$ cat src/rtl/aes_sbox_arbiter_if.sv
// Request, S-box and response signals shared between the two AES requesters,
// the external S-box and the arbiter that multiplexes them.
interface aes_sbox_arbiter_if;
    logic       req0_valid;
    logic [7:0] req0_data;
    logic       req0_inv;
    logic       req0_ready;

    logic       req1_valid;
    logic [7:0] req1_data;
    logic       req1_inv;
    logic       req1_ready;

    logic [7:0] sbox_in;
    logic       sbox_inv;
    logic [7:0] sbox_out;

    logic       rsp0_valid;
    logic       rsp1_valid;
    logic [7:0] rsp_data;

    logic       flush;
    logic       busy;

    // Requesters plus the external S-box drive this side
    modport master (
        output req0_valid, req0_data, req0_inv,
        input  req0_ready,
        output req1_valid, req1_data, req1_inv,
        input  req1_ready,
        input  sbox_in, sbox_inv,
        output sbox_out,
        input  rsp0_valid, rsp1_valid, rsp_data,
        output flush,
        input  busy
    );

    modport slave (
        input  req0_valid, req0_data, req0_inv,
        output req0_ready,
        input  req1_valid, req1_data, req1_inv,
        output req1_ready,
        output sbox_in, sbox_inv,
        input  sbox_out,
        output rsp0_valid, rsp1_valid, rsp_data,
        input  flush,
        output busy
    );
endinterface

$ cat src/rtl/aes_sbox_arbiter.sv
// Round-robin arbiter sharing one pipelined S-box between the round datapath
// (port 0) and key expansion (port 1); results are routed back by port id.
module aes_sbox_arbiter #(
    parameter int SBOX_LAT = 2
) (
    input logic               clk,
    input logic               rst,
    aes_sbox_arbiter_if.slave bus
);

    typedef enum logic {
        PORT0 = 1'b0,
        PORT1 = 1'b1
    } port_e;

    port_e               last_q;
    port_e               last_d;
    logic [SBOX_LAT-1:0] trk_valid_q;
    logic [SBOX_LAT-1:0] trk_valid_d;
    logic [SBOX_LAT-1:0] trk_port_q;
    logic [SBOX_LAT-1:0] trk_port_d;

    logic  grant0;
    logic  grant1;
    logic  grant;
    port_e grant_port;
    logic  tail_valid;

    // A tie goes to whichever port did not win the most recent grant
    always_comb begin
        grant0 = 1'b0;
        grant1 = 1'b0;
        if (!rst && !bus.flush) begin
            if (bus.req0_valid && bus.req1_valid) begin
                if (last_q == PORT0) begin
                    grant1 = 1'b1;
                end else begin
                    grant0 = 1'b1;
                end
            end else if (bus.req0_valid) begin
                grant0 = 1'b1;
            end else if (bus.req1_valid) begin
                grant1 = 1'b1;
            end
        end
        grant      = grant0 | grant1;
        grant_port = grant1 ? PORT1 : PORT0;
        last_d     = grant ? grant_port : last_q;
    end

    always_comb begin
        bus.req0_ready = grant0;
        bus.req1_ready = grant1;
        bus.sbox_in    = 8'h00;
        bus.sbox_inv   = 1'b0;
        if (grant0) begin
            bus.sbox_in  = bus.req0_data;
            bus.sbox_inv = bus.req0_inv;
        end else if (grant1) begin
            bus.sbox_in  = bus.req1_data;
            bus.sbox_inv = bus.req1_inv;
        end
    end

    // Tracking pipe mirrors the S-box pipe so the tail lines up with sbox_out
    always_comb begin
        trk_valid_d    = '0;
        trk_port_d     = '0;
        trk_valid_d[0] = grant;
        trk_port_d[0]  = grant_port;
        for (int i = 1; i < SBOX_LAT; i++) begin
            trk_valid_d[i] = trk_valid_q[i-1];
            trk_port_d[i]  = trk_port_q[i-1];
        end
        if (bus.flush) begin
            trk_valid_d = '0;
        end
    end

    always_ff @(posedge clk) begin
        if (rst) begin
            last_q      <= PORT0;
            trk_valid_q <= '0;
            trk_port_q  <= '0;
        end else begin
            last_q      <= last_d;
            trk_valid_q <= trk_valid_d;
            trk_port_q  <= trk_port_d;
        end
    end

    // Responses are masked while reset is held so stale entries never escape
    always_comb begin
        tail_valid     = trk_valid_q[SBOX_LAT-1] && !rst;
        bus.rsp0_valid = tail_valid && !trk_port_q[SBOX_LAT-1];
        bus.rsp1_valid = tail_valid &&  trk_port_q[SBOX_LAT-1];
        bus.rsp_data   = tail_valid ? bus.sbox_out : 8'h00;
        bus.busy       = (|trk_valid_q) && !rst;
    end

endmodule

$ cat src/flat_wrapper.sv
// flat-port wrapper written by rule: the top's interface ports become plain ports
module aes_sbox_arbiter_flat 
#(
    parameter int SBOX_LAT = 2
)
  (clk, rst, bus_req0_valid, bus_req0_data, bus_req0_inv, bus_req0_ready, bus_req1_valid, bus_req1_data, bus_req1_inv, bus_req1_ready, bus_sbox_in, bus_sbox_inv, bus_sbox_out, bus_rsp0_valid, bus_rsp1_valid, bus_rsp_data, bus_flush, bus_busy);
  aes_sbox_arbiter_if bus_i ();
  input logic clk;
  input logic rst;
  input wire logic [$bits(bus_i.req0_valid)-1:0] bus_req0_valid;
  input wire logic [$bits(bus_i.req0_data)-1:0] bus_req0_data;
  input wire logic [$bits(bus_i.req0_inv)-1:0] bus_req0_inv;
  output wire logic [$bits(bus_i.req0_ready)-1:0] bus_req0_ready;
  input wire logic [$bits(bus_i.req1_valid)-1:0] bus_req1_valid;
  input wire logic [$bits(bus_i.req1_data)-1:0] bus_req1_data;
  input wire logic [$bits(bus_i.req1_inv)-1:0] bus_req1_inv;
  output wire logic [$bits(bus_i.req1_ready)-1:0] bus_req1_ready;
  output wire logic [$bits(bus_i.sbox_in)-1:0] bus_sbox_in;
  output wire logic [$bits(bus_i.sbox_inv)-1:0] bus_sbox_inv;
  input wire logic [$bits(bus_i.sbox_out)-1:0] bus_sbox_out;
  output wire logic [$bits(bus_i.rsp0_valid)-1:0] bus_rsp0_valid;
  output wire logic [$bits(bus_i.rsp1_valid)-1:0] bus_rsp1_valid;
  output wire logic [$bits(bus_i.rsp_data)-1:0] bus_rsp_data;
  input wire logic [$bits(bus_i.flush)-1:0] bus_flush;
  output wire logic [$bits(bus_i.busy)-1:0] bus_busy;
  assign bus_i.req0_valid = bus_req0_valid;
  assign bus_i.req0_data = bus_req0_data;
  assign bus_i.req0_inv = bus_req0_inv;
  assign bus_req0_ready = bus_i.req0_ready;
  assign bus_i.req1_valid = bus_req1_valid;
  assign bus_i.req1_data = bus_req1_data;
  assign bus_i.req1_inv = bus_req1_inv;
  assign bus_req1_ready = bus_i.req1_ready;
  assign bus_sbox_in = bus_i.sbox_in;
  assign bus_sbox_inv = bus_i.sbox_inv;
  assign bus_i.sbox_out = bus_sbox_out;
  assign bus_rsp0_valid = bus_i.rsp0_valid;
  assign bus_rsp1_valid = bus_i.rsp1_valid;
  assign bus_rsp_data = bus_i.rsp_data;
  assign bus_i.flush = bus_flush;
  assign bus_busy = bus_i.busy;
  aes_sbox_arbiter #(.SBOX_LAT(SBOX_LAT)) u_core (.clk(clk), .rst(rst), .bus(bus_i));
endmodule
$ cat config.mk
export PLATFORM = sky130hd
export DESIGN_NAME = aes_sbox_arbiter_flat
export DESIGN_NICKNAME = d
export VERILOG_FILES = /design/src/rtl/aes_sbox_arbiter_if.sv /design/src/rtl/aes_sbox_arbiter.sv /design/src/flat_wrapper.sv
export SDC_FILE = /design/constraint.sdc
export NUM_CORES = 1
export LEC_CHECK = 0
export ABC_AREA = 1
export BUFFER_PORTS_ARGS = -buffer_cell sky130_fd_sc_hd__buf_2
export CORE_MARGIN = 5
export CORE_UTILIZATION = 25
export CTS_CLUSTER_DIAMETER = 60
export DETAILED_ROUTE_END_ITERATION = 7
export GPL_TIMING_DRIVEN = 0
export SYNTH_ARGS = -nofsm -noshare
export SYNTH_HDL_FRONTEND = slang
export SYNTH_SLANG_ARGS = --single-unit
$ cat constraint.sdc
create_clock -name clk -period 1.1 [get_ports clk]
set_clock_uncertainty 0.05 [all_clocks]
set_input_delay 0.165 -clock clk [delete_from_list [all_inputs] [get_ports clk]]
set_output_delay 0.165 -clock clk [all_outputs]
set_load 0.03 [all_outputs]
==> results of run 1 <==
==> worst paths after layout <==
kind	to	slack, ns	depth (start not counted)
max	bus_sbox_in[7]	-0.19	5
min	u_core.trk_valid_q[1]	0.08	2
max reg2reg	u_core.last_q	0.31	3
min reg2reg	u_core.trk_port_q[1]	0.35	2
==> cells in the mapped netlist <==
cell type	instances	area, sq um
nand3_1	1	5.00
inv_1	15	56.3
a21oi_2	1	8.76
nand2_4	1	11.3
nor2_1	11	41.3
nand2_1	14	52.6
buf_2	3	15.0
nand3_4	1	17.5
buf_4	1	7.51
o21ai_0	1	5.00
nand4_1	18	113
nor3_1	1	5.00
dfxtp_1	5	100
buf_6	1	11.3
nor2_2	1	6.26
==> routing by layer <==
layer | wire length (um) | share of wire | up-vias
li1 | - | - | 365
met5 | 0 | 0 | -
met1 | 686 | 0.35 | 308
met2 | 1060 | 0.55 | 38
met3 | 188 | 0.097 | 0
met4 | 0 | 0 | 0
==> metrics by stage <==
step	std cells	worst slack [ns]	setup TNS, ns	utilization	cell area, sq um
final	159	-0.193	-3.00	0.625	1080
after global routing	159	-0.255	-4.06	0.625	1080
after CTS	158	-0.207	-3.12	0.589	1020
after detailed placement	152	-0.174	-1.81	0.446	769
after global placement	152	-0.156	-1.58	0.446	769
after floorplan	75	-0.0217	-0.217	-	478
==> flip-flops by register name, indices dropped and copies added, names as in the netlist <==
signal	flops
u_core.trk_port_q	2
u_core.trk_valid_q	2
u_core.last_q	1
==> layout make-up <==
class | instances | share of cell area
buffer | 5 | 0.0406
clock buffer | 4 | 0.0243
inverter | 15 | 0.0545
multi-input combinational | 51 | 0.371
sequential | 5 | 0.0985
tap | 25 | 0.0290
timing repair buffer | 54 | 0.382
==> cell families after synthesis <==
family / synth area share
buf+inv: 0.198
simple gates: 0.552
flops: 0.220
compound gates: 0.0302
==> worst register-to-register path, delay by kind of cell (launching register included) <==
| family | cells | cell delay [ns] |
|---|---|---|
| flip-flops | 1 | 0.37 |
| AND/OR/NAND/NOR | 3 | 0.26 |
==> timing repair <==
action	CTS	global route
endpoints found under the setup margin	22	22
gates cloned	2	1
pin swaps	3	2
resized for setup	67	18
==> report_power, final <==
group / internal, mW / leakage, nW / switching (mW) / total [mW]
combinational: 0.124 / 0.517 / 0.169 / 0.294
sequential: 0.192 / 0.0424 / 0.00794 / 0.200
clock: 0.137 / 0.0150 / 0.0790 / 0.216
==> impl_metrics.ini, run 1 <==
[synthesis]
syn_avg_cell_area_sq_um = 6.07
postSynthCellCount = 75
syn-num-nets = 106
seq_area_frac_synth = 0.220
postSynthRegisterBits = 5
netlist_area_sq_um = 455
synthesis.yosys.warnings = 0
synth.lib_cells_used.distinct = 15

[cts]
cts_htree_levels = 1
clk_latency_worst_skew_pair_ns = 0.24
postCtsHoldBufs = 0
ctsLongestPathBuffers = 2
total_cts_buffers = 3
postCtsSetupBuffers = 0
path_clk_slew_ns = 0.04
cts_tree = done
cts_root_buffer = clkbuf_4
cts.sink_count = 5

[grt]
grt_use_met2 = 0.258
grt_start_max_net_pins = 11
grtUsageTotal = 0.138
grt_pass1_wl_mm = 2.84
globalRoute.busiestLayer = met2
antenna_found_initial = 0
grtUsageMet1 = 0.139
groute.layer.met3.usage = 0.0513
grt_overflow_total = 0
grt_pass1_vias = 671

[critical_path]
critical-path-max-stage-delay_ns = 0.37
timing.critical_path.fanout_max = 5
cp_top_family = flip-flops
r2r-start = u_core.last_q
criticalPathCategory = reg -> out
worstPathArrival_ns = 1.08
crit_required_ns = 0.88
timing.critical_path.slowest_stage_cell = dfxtp_4
crit_path_end_kind = output port
setup.worst_path.start_class = flip-flop
cp.buffers_inverters = 2
path_cells = inv_4 -> nand2_4 -> nand4_1 -> nand2_2 -> buf_6
timing.critical_path.from = u_core.last_q

[layout]
sequential_cell_area_sq_um = 106
share_of_post_route_cells_with_drive_strength_above_1 = 0.709
mostFrequentLayoutCells = buf_2, buf_6, nand4_1, inv_1, nor2_4
multi_input_area_sq_um = 400
design.final.nets = 166
syn2layout_area_growth_pct = 137
nFillCells = 159
most_frequent_standard_cell_in_the_layout_excluding_fill_and_tap_cells = buf_2
total_inserted_antenna_cells = 0

[power_and_ir_drop]
post-layout-total-power_uw = 710
power.static_leakage_nw = 0.575
max-vdd-ir-drop_v = 0.000496
power_per_cell_area_nw_per_um2 = 657

[min_path]
min-delay-path-class = in -> reg
min-delay-start = bus_flush

[status]
violations = setup timing
run_status = complete, but fails checks

[placement]
gp_routability_congestion = 0.676
portBuffers = 52
detailed_place_hpwl_mm = 1.35

[sta]
timing_hold_violations_final = 0
finalWorstSetupSlack_ns = -0.193
final.min_clock_period_ns = 1.29
timing_worst_slew_pin_value_ns = 0.201
finalHoldWorstSlack_ns = 0.0791
period_share = 1.18
final-max-slew-violation-count = 0
grt_setup_unrepaired = yes
worst_slew_margin_rel = 0.866
report.final.setup_viol = 21
achievable_frequency_mhz = 774

[route]
detail_route.wirelength_mm = 1.94
avgRoutedWirePerCell_um = 12.2
ant_nets = 0
drt-pass1-iter-count = 4
initial_drt_markers = 4
routed-via-count = 711
vias_per_cell = 4.47
drc = 0

[job]
maxCapViolCount = 0

[floorplanning]
floorplan.core_area_sq_um = 1730
initial_util = 0.264
die-width_um = 52.7
io_pins = 53
std_cell_rows = 15
dieHeight_um = 52.7
floorplan.die_area_sq_um = 2780
No activity file was read; power rests on OpenSTA's default activity.
==> run 2: changes to the inputs <==
- CORE_UTILIZATION: 25 -> 32
- PLACE_DENSITY: not set -> 0.78
==> run 2 against run 1 <==
  * The flow still finishes with violations (setup timing)
  * Cell count down 6.3%
  * Sequential power about the same
  * Combinational power up 4%
  * Non-clock buffer count unchanged
  * Flip-flop and latch count unchanged
  * Via count up 6.0%
  * First-iteration DRC count rose to 6.3 times the previous value
  * Count of clock-buffer cells in the layout unchanged
  * Total power up 2.6%
  * Sequential share of layout area about the same
  * Highest routed layer is now met4
==> impl_metrics.ini, run 2 (synthesis results as in run 1) <==
[status]
violations = setup timing
run_status = complete, but fails checks

[critical_path]
r2r-start = u_core.last_q
path_cells = nand2_4 -> nand4_1 -> nand2_2 -> buf_4
crit_path_end_kind = output port
crit_required_ns = 0.88
regToRegEndpoint = u_core.last_q
timing.critical_path.fanout_max = 10
cp-endpoint = bus_sbox_in[2]
critical-path-max-stage-delay_ns = 0.36
regToRegSetupSlack_ns = 0.30
timing.critical_path.from = u_core.last_q
timing.critical_path.slowest_stage_cell = dfxtp_4
criticalPathCategory = reg -> out
setup.worst_path.start_class = flip-flop
worstPathArrival_ns = 1.13
worst-r2r-cell-count = 3

[floorplanning]
initial_util = 0.346
dieHeight_um = 47.7
floorplan.die_area_sq_um = 2280
die-width_um = 47.7
io_pins = 53
floorplan.core_area_sq_um = 1320
std_cell_rows = 13

[grt]
grt_start_max_net_pins = 11
grt_overflow_total = 0
grtUsageTotal = 0.176
grt_pass1_wl_mm = 2.73
antenna_found_initial = 0
grt_pass1_vias = 660

[layout]
mostFrequentLayoutCells = buf_2, buf_6, nand4_1, inv_1, nor2_4
biggestRegsByFlops = u_core.trk_port_q: 2 flops, u_core.trk_valid_q: 2 flops, u_core.last_q: 1 flops
syn2layout_area_growth_pct = 136
finalNonFillerCells = 149
share_of_post_route_cells_with_drive_strength_above_1 = 0.709
post-route-util = 0.816
total_inserted_antenna_cells = 0
fin_area_sq_um = 1070
most_frequent_standard_cell_in_the_layout_excluding_fill_and_tap_cells = buf_2
design.final.nets = 166

[placement]
placed_cells_incl_taps = 142
place_area_sq_um = 757
detailed_place_hpwl_mm = 1.30
gp_routability_congestion = 0.665
portBuffers = 52

[job]
maxCapViolCount = 0

[cts]
ctsLongestPathBuffers = 2
total_cts_buffers = 3
cts_root_buffer = clkbuf_4
cts.sink_count = 5
path_clk_slew_ns = 0.05
cts_tree = done
clk_latency_worst_skew_pair_ns = 0.25
postCtsHoldBufs = 0
cts_htree_levels = 1
postCtsSetupBuffers = 0

[route]
drt-met1-wl_um = 760
initial_drt_markers = 25
detail_route.wirelength_mm = 2.38
drt-pass1-iter-count = 4
routed-via-count = 754
highest-signal-layer = met4
met3_length_um = 126
drc = 0
ant_nets = 0
vias_per_cell = 5.06
avgRoutedWirePerCell_um = 16.0
routed-wl-met2_mm = 1.45

[sta]
final-max-slew-violation-count = 0
achievable_frequency_mhz = 742
timing_worst_slew_pin_value_ns = 0.226
worst_slew_margin_rel = 0.849
final.min_clock_period_ns = 1.35
finalWorstSetupSlack_ns = -0.248
report.final.setup_viol = 21
grt_setup_unrepaired = yes
period_share = 1.23
timing_hold_violations_final = 0

[power_and_ir_drop]
power.static_leakage_nw = 0.578
switching_share = 0.374
p_clk_frac = 0.300
max-vdd-ir-drop_v = 0.000537
power_frac_comb = 0.422
power_per_cell_area_nw_per_um2 = 677
cellInternalPower_uw = 455
total_switching_power_uw = 272
p_seq_frac = 0.277

[min_path]
min-delay-path-class = in -> reg
## run 2: worst max-delay path: cells and delay by family, from the launching register on
kind / cells / cell delay [ns]
buffers and inverters: 1 / 0.16
AND/OR/NAND/NOR: 3 / 0.37
flip-flops: 1 / 0.36
## run 2: metal layers
layer | vias to the layer above | GRT usage
met3 | 5 | 0.0338
li1 | 369 | -
met2 | 40 | 0.361
met5 | - | 0
met4 | 0 | 0.113
met1 | 340 | 0.146
## run 2: how the worst min path moves through the flow
stage | start | end | slack (ns) | cells after the start
6_report | bus_flush | u_core.trk_valid_q[1] | 0.08 | 2
5_1_grt | bus_flush | u_core.trk_valid_q[1] | 0.09 | 2
4_1_cts | bus_flush | u_core.trk_valid_q[1] | 0.05 | 2
3_5_place_dp | bus_flush | u_core.trk_valid_q[1] | 0.31 | 2
3_3_place_gp | bus_flush | u_core.trk_valid_q[1] | 0.31 | 2
2_1_floorplan | rst | u_core.trk_port_q[1] | 0.19 | 1
## run 2: area by class of cell
cell class | instances | area [sq um]
buffer | 5 | 40.0
clock buffer | 4 | 26.3
fill | 85 | 243
inverter | 15 | 61.3
multi-input combinational | 51 | 405
sequential | 5 | 106
tap | 15 | 18.8
timing repair buffer | 54 | 417
## run 2: metrics by stage
step | TNS [ns] | power [mW] | hold slack (ns) | setup slack [ns]
finish | -3.42 | 0.728 | 0.0833 | -0.248
global route | -4.27 | 0.763 | 0.0890 | -0.271
CTS | -3.05 | 0.693 | 0.0475 | -0.205
detailed placement | -1.69 | 0.422 | 0.313 | -0.182
global placement | -1.45 | 0.417 | 0.308 | -0.151
floorplan | -0.217 | 0.330 | 0.186 | -0.0217
## run 2: power by group through the flow
| stage | Clock (mW) | Combinational [mW] | Sequential, mW |
|---|---|---|---|
| finish | 0.218 | 0.307 | 0.202 |
| global route | 0.236 | 0.325 | 0.202 |
| CTS | 0.221 | 0.274 | 0.198 |
| detailed placement | 0 | 0.224 | 0.198 |
| global placement | 0 | 0.219 | 0.198 |
| floorplan | 0 | 0.133 | 0.197 |
## run 2: what timing repair did
action	4_1_cts	5_1_grt
pin swaps	5	4
setup endpoints to repair	22	22
cloned	2	1
resized for setup	66	21
